## src/rtl/win_tx_pkg.sv

```systemverilog
// Shared types and link-word constants for the windowed-averager sample transmitter.
package win_tx_pkg;

  typedef struct packed {
    logic [1:0] t;
    logic [1:0] y;
    logic [1:0] x;
  } sample_t;

  localparam logic [1:0] P_SAMPLE  = 2'b11;
  localparam logic [1:0] P_CSUM    = 2'b10;
  localparam logic [7:0] IDLE_WORD = 8'h00;

  typedef enum logic {
    IDLE = 1'b0,
    GAP  = 1'b1
  } tx_state_e;

  function automatic logic [7:0] make_word(input logic [1:0] p, input sample_t s);
    return {p, s};
  endfunction

endpackage

```

## src/rtl/win_tx_fifo.sv

```systemverilog
// DEPTH-entry synchronous sample FIFO: registered storage, combinational head read,
// flush has priority over push/pop.
module win_tx_fifo
  import win_tx_pkg::*;
#(
  parameter int DEPTH = 4
) (
  input  logic                   clk,
  input  logic                   rst_n,
  input  logic                   flush,
  input  logic                   push,
  input  logic                   pop,
  input  sample_t                wr_data,
  output sample_t                rd_data,
  output logic [$clog2(DEPTH):0] count,
  output logic                   empty,
  output logic                   full
);

  localparam int AW = $clog2(DEPTH);
  localparam int CW = AW + 1;
  localparam logic [CW-1:0] DEPTH_C = CW'(DEPTH);

  sample_t         mem_q [DEPTH];
  sample_t         mem_d [DEPTH];
  logic [AW-1:0]   wr_ptr_q, wr_ptr_d;
  logic [AW-1:0]   rd_ptr_q, rd_ptr_d;
  logic [CW-1:0]   count_q, count_d;
  logic            push_ok_s, pop_ok_s;

  assign full      = (count_q == DEPTH_C);
  assign empty     = (count_q == {CW{1'b0}});
  assign count     = count_q;
  assign rd_data   = mem_q[rd_ptr_q];
  assign push_ok_s = push && !full;
  assign pop_ok_s  = pop && !empty;

  always_comb begin
    mem_d    = mem_q;
    wr_ptr_d = wr_ptr_q;
    rd_ptr_d = rd_ptr_q;
    count_d  = count_q;
    if (flush) begin
      wr_ptr_d = {AW{1'b0}};
      rd_ptr_d = {AW{1'b0}};
      count_d  = {CW{1'b0}};
    end else begin
      if (push_ok_s) begin
        mem_d[wr_ptr_q] = wr_data;
        wr_ptr_d        = wr_ptr_q + {{(AW-1){1'b0}}, 1'b1};
      end else begin
        wr_ptr_d = wr_ptr_q;
      end
      if (pop_ok_s) begin
        rd_ptr_d = rd_ptr_q + {{(AW-1){1'b0}}, 1'b1};
      end else begin
        rd_ptr_d = rd_ptr_q;
      end
      // Pointers wrap naturally because DEPTH is a power of two.
      case ({push_ok_s, pop_ok_s})
        2'b10:   count_d = count_q + {{(CW-1){1'b0}}, 1'b1};
        2'b01:   count_d = count_q - {{(CW-1){1'b0}}, 1'b1};
        default: count_d = count_q;
      endcase
    end
  end

  always_ff @(posedge clk) begin
    if (rst_n) begin
      wr_ptr_q <= {AW{1'b0}};
      rd_ptr_q <= {AW{1'b0}};
      count_q  <= {CW{1'b0}};
    end else begin
      wr_ptr_q <= wr_ptr_d;
      rd_ptr_q <= rd_ptr_d;
      count_q  <= count_d;
    end
  end

  // Storage needs no reset: occupancy alone decides what is valid.
  always_ff @(posedge clk) begin
    mem_q <= mem_d;
  end

endmodule

```

## src/rtl/window_sample_tx.sv

```systemverilog
// Paced link-word transmitter for the windowed averager: FIFO, IDLE/GAP pacer, output
// register. Optional group checksum words are enabled by defining WIN_TX_CHECKSUM_EN.
module window_sample_tx
  import win_tx_pkg::*;
#(
  parameter int DEPTH  = 4,
  parameter int PACE_W = 4
) (
  input  logic                   clk,
  input  logic                   rst_n,
  input  logic                   in_valid,
  output logic                   in_ready,
  input  logic [1:0]             in_x,
  input  logic [1:0]             in_y,
  input  logic [1:0]             in_t,
  input  logic [PACE_W-1:0]      pace,
  input  logic                   flush,
  output logic [7:0]             out_word,
  output logic                   out_fire,
  output logic [$clog2(DEPTH):0] fifo_count
);

  localparam int CW = $clog2(DEPTH) + 1;
  localparam logic [CW-1:0] DEPTH_C = CW'(DEPTH);

  tx_state_e          state_q, state_d;
  logic [PACE_W-1:0]  gap_q, gap_d;
  logic [7:0]         word_q, word_d;
  logic               fire_q, fire_d;

  logic [CW-1:0]      count_s;
  logic               empty_s, full_s;
  logic               push_s, pop_s;
  logic               csum_due_s, csum_emit_s;
  logic [7:0]         csum_word_s;
  sample_t            head_s, in_sample_s;

  assign in_sample_s = '{t: in_t, y: in_y, x: in_x};
  assign in_ready    = (count_s < DEPTH_C);
  assign push_s      = in_valid && in_ready;
  assign fifo_count  = count_s;
  assign out_word    = word_q;
  assign out_fire    = fire_q;

  win_tx_fifo #(.DEPTH(DEPTH)) u_fifo (
    .clk     (clk),
    .rst_n   (rst_n),
    .flush   (flush),
    .push    (push_s),
    .pop     (pop_s),
    .wr_data (in_sample_s),
    .rd_data (head_s),
    .count   (count_s),
    .empty   (empty_s),
    .full    (full_s)
  );

  always_comb begin
    state_d     = state_q;
    gap_d       = gap_q;
    word_d      = IDLE_WORD;
    fire_d      = 1'b0;
    pop_s       = 1'b0;
    csum_emit_s = 1'b0;
    if (flush) begin
      state_d = IDLE;
      gap_d   = {PACE_W{1'b0}};
    end else begin
      case (state_q)
        IDLE: begin
          // A slot is open; a due checksum wins over the FIFO head.
          if ((gap_q == {PACE_W{1'b0}}) && (csum_due_s || !empty_s)) begin
            fire_d  = 1'b1;
            gap_d   = pace;
            state_d = (pace != {PACE_W{1'b0}}) ? GAP : IDLE;
            if (csum_due_s) begin
              word_d      = csum_word_s;
              csum_emit_s = 1'b1;
            end else begin
              word_d = make_word(P_SAMPLE, head_s);
              pop_s  = 1'b1;
            end
          end else begin
            state_d = IDLE;
          end
        end
        GAP: begin
          if (gap_q <= {{(PACE_W-1){1'b0}}, 1'b1}) begin
            gap_d   = {PACE_W{1'b0}};
            state_d = IDLE;
          end else begin
            gap_d   = gap_q - {{(PACE_W-1){1'b0}}, 1'b1};
            state_d = GAP;
          end
        end
        default: begin
          state_d = IDLE;
          gap_d   = {PACE_W{1'b0}};
        end
      endcase
    end
  end

  always_ff @(posedge clk) begin
    if (rst_n) begin
      state_q <= IDLE;
      gap_q   <= {PACE_W{1'b0}};
      word_q  <= IDLE_WORD;
      fire_q  <= 1'b0;
    end else begin
      state_q <= state_d;
      gap_q   <= gap_d;
      word_q  <= word_d;
      fire_q  <= fire_d;
    end
  end

`ifdef WIN_TX_CHECKSUM_EN
  sample_t        sum_q, sum_d;
  logic [CW-1:0]  grp_q, grp_d;

  assign csum_due_s  = (grp_q == DEPTH_C);
  assign csum_word_s = make_word(P_CSUM, sum_q);

  // Sums are 2-bit fields, so additions wrap mod 4 on their own.
  always_comb begin
    sum_d = sum_q;
    grp_d = grp_q;
    if (flush || csum_emit_s) begin
      sum_d = '0;
      grp_d = {CW{1'b0}};
    end else if (pop_s) begin
      sum_d.x = sum_q.x + head_s.x;
      sum_d.y = sum_q.y + head_s.y;
      sum_d.t = sum_q.t + head_s.t;
      grp_d   = grp_q + {{(CW-1){1'b0}}, 1'b1};
    end else begin
      sum_d = sum_q;
      grp_d = grp_q;
    end
  end

  always_ff @(posedge clk) begin
    if (rst_n) begin
      sum_q <= '0;
      grp_q <= {CW{1'b0}};
    end else begin
      sum_q <= sum_d;
      grp_q <= grp_d;
    end
  end
`else
  assign csum_due_s  = 1'b0;
  assign csum_word_s = IDLE_WORD;
`endif

endmodule

```

## config.mk

```make
export PLATFORM = sky130hd
export DESIGN_NAME = window_sample_tx
export DESIGN_NICKNAME = d
export VERILOG_FILES = /design/src/rtl/win_tx_pkg.sv /design/src/rtl/win_tx_fifo.sv /design/src/rtl/window_sample_tx.sv
export SDC_FILE = /design/constraint.sdc
export NUM_CORES = 1
export LEC_CHECK = 0
export ABC_CLOCK_PERIOD_IN_PS = 3000
export CELL_PAD_IN_SITES_DETAIL_PLACEMENT = 0
export CELL_PAD_IN_SITES_GLOBAL_PLACEMENT = 1
export CORE_MARGIN = 2
export CORE_UTILIZATION = 50
export CTS_CLUSTER_DIAMETER = 200
export CTS_CLUSTER_SIZE = 25
export DETAILED_ROUTE_END_ITERATION = 12
export DONT_BUFFER_PORTS = 1
export GPL_TIMING_DRIVEN = 1
export PLACE_DENSITY_LB_ADDON = 0.12
export RECOVER_POWER = 100
export SLEW_MARGIN = 20
export SYNTH_ARGS = -nofsm -noshare
export SYNTH_HDL_FRONTEND = slang
export SYNTH_HIERARCHICAL = 1
export SYNTH_SLANG_ARGS = --single-unit
```

## constraint.sdc

```tcl
create_clock -name clk -period 3 [get_ports clk]
set_clock_uncertainty 0.15 [all_clocks]
set_input_delay 0.15 -clock clk [delete_from_list [all_inputs] [get_ports clk]]
set_output_delay 0.15 -clock clk [all_outputs]
set_load 0.01 [all_outputs]
```

# Yosys cells after proc, flatten, opt, wreduce, memory -nomap -nowiden

Index checks and enable logic that the tools add are counted.

Flip-flop bits (word level): 45
Word-level logic and storage cells: 72
Bits of input ports: 14
Output and inout port bits: 13

Multiplexer cells: 18
Equality and inequality tests: 4
Reductions and logical operators: 15
$lt $le $gt $ge: 5
Add/subtract/negate cells: 5
Bitwise logic cells: 5

Operator list:

| kind                                                           | count |
|---|---|
| bitwise mux 24 bit                                             | 1 |
| 2-to-1 mux 6 bit                                               | 3 |
| binary-select mux 6 bit (select 2 bit)                         | 1 |
| demux 6 bit (select 2 bit)                                     | 1 |
| 2-to-1 mux 4 bit                                               | 2 |
| 2-to-1 mux 8 bit                                               | 1 |
| one-hot mux 4 bit (2 select lines)                             | 1 |
| >= comparator 3 bit, second input constant                     | 2 |
| 2-to-1 mux 1 bit                                               | 6 |
| NOT 2 -> 3 bit                                                 | 2 |
| one-hot mux 3 bit (2 select lines)                             | 1 |
| logical AND 1 bit                                              | 5 |
| adder 2 x 1 -> 2 bit, second input constant                    | 2 |
| less-or-equal comparator 4 x 1 -> 1 bit, second input constant | 1 |
| logical NOT 4 bit                                              | 1 |
| nonzero test 4 bit                                             | 1 |
| OR reduction 4 bit                                             | 1 |
| subtractor 4 x 1 -> 4 bit, second input constant               | 1 |
| adder 3 x 1 -> 3 bit, second input constant                    | 1 |
| equality test 3 bit, second input constant                     | 1 |
| logical NOT 3 bit                                              | 1 |
| less-than comparator 3 x 1 -> 1 bit, second input constant     | 1 |
| less-than comparator 3 bit, second input constant              | 1 |
| NOT 1 bit                                                      | 3 |
| other kinds (10)                                               | 11 |

# Depth between registers and ports, before layout

Depth in word-level cells: 9
Depth in mapped cells: 13
Mapped depth without buffers: 13

# Modules after synthesis

Netlist, hierarchy kept.

By module, submodules not included:

| module           | cells an instance | times used | area an instance (µm²) | seq. area each (µm²) |
|---|---|---|---|---|
| win_tx_fifo      | 84                | 1          | 1317.5                 | 860.8 |
| window_sample_tx | 64                | 1          | 621.8                  | 260.2 |

# Least setup slack after synthesis

Ideal clock, no wire load.

Path kind: reg-to-reg
From: register u_fifo.count_q[0] (netlist: u_fifo/count[0])
To: register u_fifo.count_q[2] (netlist: u_fifo/count[2])
Path slack: 0.296 ns
Setup time: 0.070 ns
Path buffers: 0
Arrival time: 2.484 ns
Stages on the path, launching flop included: 13
Path through: dfxtp_1 -> nor3_1 -> nor3b_2 -> nand2_1 -> nor2_1 -> o31ai_1 -> inv_1 -> ha_1 -> inv_1 -> fa_1 -> xor2_1 -> or3_2 -> a21oi_1

Longest elaborated chain between the ends: 9
Elaborated cells between the ends (all ways): 18

Ends and longest elaborated chain:

| element                                                                  | RTL line                                  | text |
|---|---|---|
| start, declared                                                          | win_tx_fifo.sv:28                         | `logic [CW-1:0] count_q, count_d;` |
| start signal, assigned                                                   | win_tx_fifo.sv:72                         | `count_q <= {CW{1'b0}};` |
| start signal, assigned                                                   | win_tx_fifo.sv:76                         | `count_q <= count_d;` |
| logical NOT 3 bit (*)                                                    | win_tx_fifo.sv:32                         | `assign empty = (count_q == {CW{1'b0}});` |
| via empty_s                                                              | window_sample_tx.sv:32                    | `logic empty_s, full_s;` |
| logical NOT 1 bit (*)                                                    | win_tx_fifo.sv:36, window_sample_tx.sv:72 |  |
| logical AND 1 bit                                                        | window_sample_tx.sv:72                    | `if ((gap_q == {PACE_W{1'b0}}) && (csum_due_s \|\| !empty_s)) begin` |
| 2-to-1 mux 1 bit                                                         | window_sample_tx.sv:72                    |  |
| 2-to-1 mux 1 bit                                                         | -                                         |  |
| 2-to-1 mux 1 bit                                                         | window_sample_tx.sv:65                    | `if (flush) begin` |
| logical AND 1 bit (*)                                                    | win_tx_fifo.sv:36                         | `assign pop_ok_s = pop && !empty;` |
| via u_fifo.pop_ok_s                                                      | win_tx_fifo.sv:29                         | `logic push_ok_s, pop_ok_s;` |
| equality test 2 x 1 -> 1 bit or equality test 2 bit (tied branches)      | win_tx_fifo.sv:60                         | `case ({push_ok_s, pop_ok_s})` |
| one-hot mux 3 bit (2 select lines) or nonzero test 2 bit (tied branches) | -                                         |  |

The timed path passes the listed nets; every way through them passes the cells marked *.
A chain may end at the register's enable or synchronous reset.

# Final worst setup path

From: register gap_q[1]
To: register u_fifo.count_q[2] (netlist: u_fifo/count[2])

Longest elaborated chain between the ends: 8
Elaborated cells between the ends (all ways): 10

Ends and longest elaborated chain:

| element                                                                  | RTL line                | text |
|---|---|---|
| start, declared                                                          | window_sample_tx.sv:27  | `logic [PACE_W-1:0] gap_q, gap_d;` |
| start signal, assigned                                                   | window_sample_tx.sv:107 | `gap_q <= {PACE_W{1'b0}};` |
| start signal, assigned                                                   | window_sample_tx.sv:112 | `gap_q <= gap_d;` |
| logical NOT 4 bit (*)                                                    | window_sample_tx.sv:72  |  |
| logical AND 1 bit (*)                                                    | window_sample_tx.sv:72  |  |
| 2-to-1 mux 1 bit (*)                                                     | window_sample_tx.sv:72  |  |
| 2-to-1 mux 1 bit (*)                                                     | -                       |  |
| 2-to-1 mux 1 bit (*)                                                     | window_sample_tx.sv:65  |  |
| logical AND 1 bit (*)                                                    | win_tx_fifo.sv:36       |  |
| via u_fifo.pop_ok_s                                                      | win_tx_fifo.sv:29       |  |
| equality test 2 x 1 -> 1 bit or equality test 2 bit (tied branches)      | win_tx_fifo.sv:60       |  |
| one-hot mux 3 bit (2 select lines) or nonzero test 2 bit (tied branches) | -                       |  |

Marked as above.

==> out/metrics.yaml <==
min_path:
  hold_class: "input pin to flip-flop"
  min_from: "in_valid"
  min_to: "u_fifo/wr_ptr_q[0]"
  hold_depth: 3
floorplanning:
  die-area_um2: 4390
  core_um2: 3690
  initial_utilization_pct: 52.6
  dieWidth_um: 66.3
  rows: 22
  ios: 27
  die_height_um: 66.3
finish:
  antenna_cells: 0
  final_core_util_pct: 59.4
  drive_gt1_share_pct: 15.4
  fillers: 314
  syn2layout_area_growth_pct: 13.0
  seq_area_um2: 1120
  multi_input_area_um2: 701
  nNetsFinal: 191
power:
  swShare_pct: 22.0
  pwr-share-clk_pct: 34.7
  power_switching_uw: 245
  seqPwrFrac_pct: 59.0
  leakage_uw: 0.000727
  p_comb_share_pct: 6.4
  intPower_uw: 866
  p_per_area_nw_per_um2: 507
  ir_drop_v: 0.000234
grt:
  grt_max_degree: 15
  antenna_found_initial: 0
  grt_pass1_vias: 1231
  grt_overflow: 0
  grt_pass1_wl_um: 5840
  grt_usage_pct: 18.1
route:
  post_drt_wl_per_cell_um: 15.7
  vias_per_cell: 5.40
  ant_nets: 0
  dr.pass1.iters: 4
  num_vias: 1172
  drc_errors: 0
  wl_um: 3400
  first_iter_violations: 125
setup_path:
  worst_r2r_endpoint: "u_fifo/count[2]"
  crit_path_max_fanout: 3
  cp-start-kind: "flip-flop"
  r2r_cells: 13
  crit-reg2reg-launch: "gap_q[1]"
  required_ps: 3080
  criticalPathCategory: "flip-flop to flip-flop"
  critPathCaptureType: "flip-flop"
  r2r_slack_ps: 240
  worst-endpoint-arrival_ps: 2840
yosys:
  ys_ff_latch: 44
  synth-edff-count: 24
  synth_area_leaders: "edfxtp_1 (37%), dfxtp_1 (21%), mux4_2 (7.0%)"
  yosys_warnings: 6
  async_reset_ff_share_pct: 0
  yosysTopAreaCell: "edfxtp_1"
  synth_ff_type: "edfxtp_1"
  synth_area_um2: 1940
  avgSynthCellArea_um2: 13.1
  seq_area_frac_synth_pct: 57.8
  synthDistinctLibCells: 40
  yosysMostFrequentCell: "edfxtp_1"
  synth_top_area_share_pct: 37.2
  netlist_instances: 148
  yosys-top-cells-count: "edfxtp_1 (24), dfxtp_1 (20), inv_1 (11)"
  syn_nets: 171
clock_network:
  clock_path_buffers: 2
  cts_tree: "yes"
  htreeDepth: 2
  clockRootBuffer: "clkbuf_8"
  clk_pin_slew_ps: 80
  clock_latency_ps: 290
  cts_buffers: 5
  cts.sinks: 44
timing:
  period_needed_ps: 2760
  fin_crit_sh_pct: 92.0
  relSlewSlack_pct: 47.1
  rsz0062_at_grt: "no"
  fin_tns_setup_ps: 0
  setup_viol: 0
  drv_slew: 0
  fmax_mhz: 362
  worst_pin_slew_ps: 782
  hold_viol_final: 0
run_status:
  status: "finished, final reports clean"
placement:
  hpwl_um: 2340
  portBuffers: 0
  gp_congestion: 0.812
flow_run:
  maxCapViolations: 0
-- placed cells by master, fill, tap and decap left out, types with 2 or more instances in the layout --
cell type      count
edfxtp_1          24
dfxtp_1           19
dlygate4sd3_1     13
inv_1             10
ha_1               8
a21oi_1            7
nor2_1             6
and2_0             6
clkbuf_8           6
clkbuf_1           6
mux4_2             6
nand2_1            5
nor4b_1            4
nor3_1             4
nand3_1            4
nor3b_1            4
o21ai_0            3
xor2_1             3
or2_1              2
or2_2              2
o211ai_1           2
nand2b_1           2
a311oi_1           2
clkinvlp_4         2
o21ai_2            2
-- per-stage QoR --
step                      std cells  power (µW)  hold WS [ps]  area (µm²)  setup WS [ps]
final                           217        1110          37.7        2190            240
after global routing            217        1160          57.1        2190           29.2
after CTS                       217        1120          24.5        2230            197
after detailed placement        196         727          99.0        2010            223
after global placement          196         724          99.0        2010            316
after floorplan                 148         713          98.9        1940            296
-- how the worst max path moves through the flow --
stage                     cells after the start         endpoint             from  slack [ps]
after floorplan                              12  u_fifo/count[2]  u_fifo/count[0]         300
after global placement                       12  u_fifo/count[2]  u_fifo/count[1]         320
after detailed placement                     12  u_fifo/count[2]  u_fifo/count[1]         220
after CTS                                    12  u_fifo/count[2]  u_fifo/count[1]         200
after global routing                         13  u_fifo/count[2]         gap_q[1]          30
final                                        13  u_fifo/count[2]         gap_q[1]         240
-- power groups by stage --
stage          logic [µW]  registers (µW)  clock network [µW]
2_1_floorplan        47.2             666                   0
3_3_place_gp         55.2             669                   0
3_5_place_dp         57.4             670                   0
4_1_cts              74.0             655                 395
5_1_grt              79.5             657                 427
6_report             70.6             655                 385
-- cell families (layout without fill, tap and decap cells) --
| group | after synthesis | count (layout) | synth area share [%] |
|---|---|---|---|
| and+or+nand+nor | 48 | 48 | 16.2 |
| DFF | 44 | 44 | 57.8 |
| buffers and inverters | 19 | 40 | 4.90 |
| AOI/OAI and AO/OA | 18 | 18 | 6.06 |
| adders and majority gates | 9 | 9 | 6.19 |
| muxes | 7 | 7 | 7.48 |
| xor gates and xnor gates | 3 | 3 | 1.36 |
-- critical path, cell delays in order (launching register included) --
cell and delay [ps]:
dfxtp_1 340, inv_1 120, ha_1 170, nor3b_2 180, nand2_1 90, nor2_2 100, o31ai_1 100, inv_1 70
ha_1 170, inv_1 60, fa_1 380, xor2_1 160, or3_2 420, a21oi_1 160
-- flip-flops by register name, summed over array words and instances, names as in the netlist --
signal and cells:
u_fifo/mem_q 24, u_fifo/wr_ptr_q 2, u_fifo/rd_ptr_q 2, out_fire 1, state_q 1, gap_q 4
out_word 7, u_fifo/count 3
-- routing by layer --
layer	up-vias	part of all wire (%)	track usage (%)
met4	0	1.5	6.12
li1	573	-	-
met2	30	47	29.6
met5	-	0	0
met1	562	47	22.3
met3	7	4.7	6.30
-- cell type report --
class	instances	area share (%)
Tap cell	48	2.74
Clock buffer	6	3.77
Inverter	12	2.28
Clock inverter	2	0.685
Timing Repair Buffer	20	7.31
Sequential cell	44	51.2
Multi-Input combinational cell	85	32.0
-- repair_timing --
item                                    in CTS  in global routing
resized for setup                            0                  3
endpoints found under the setup margin       0                  1
hold endpoints to repair                    35                  0
hold buffers                                13                  0
setup buffers                                0                  0
Note: power is estimated with default switching activity, not from simulation.
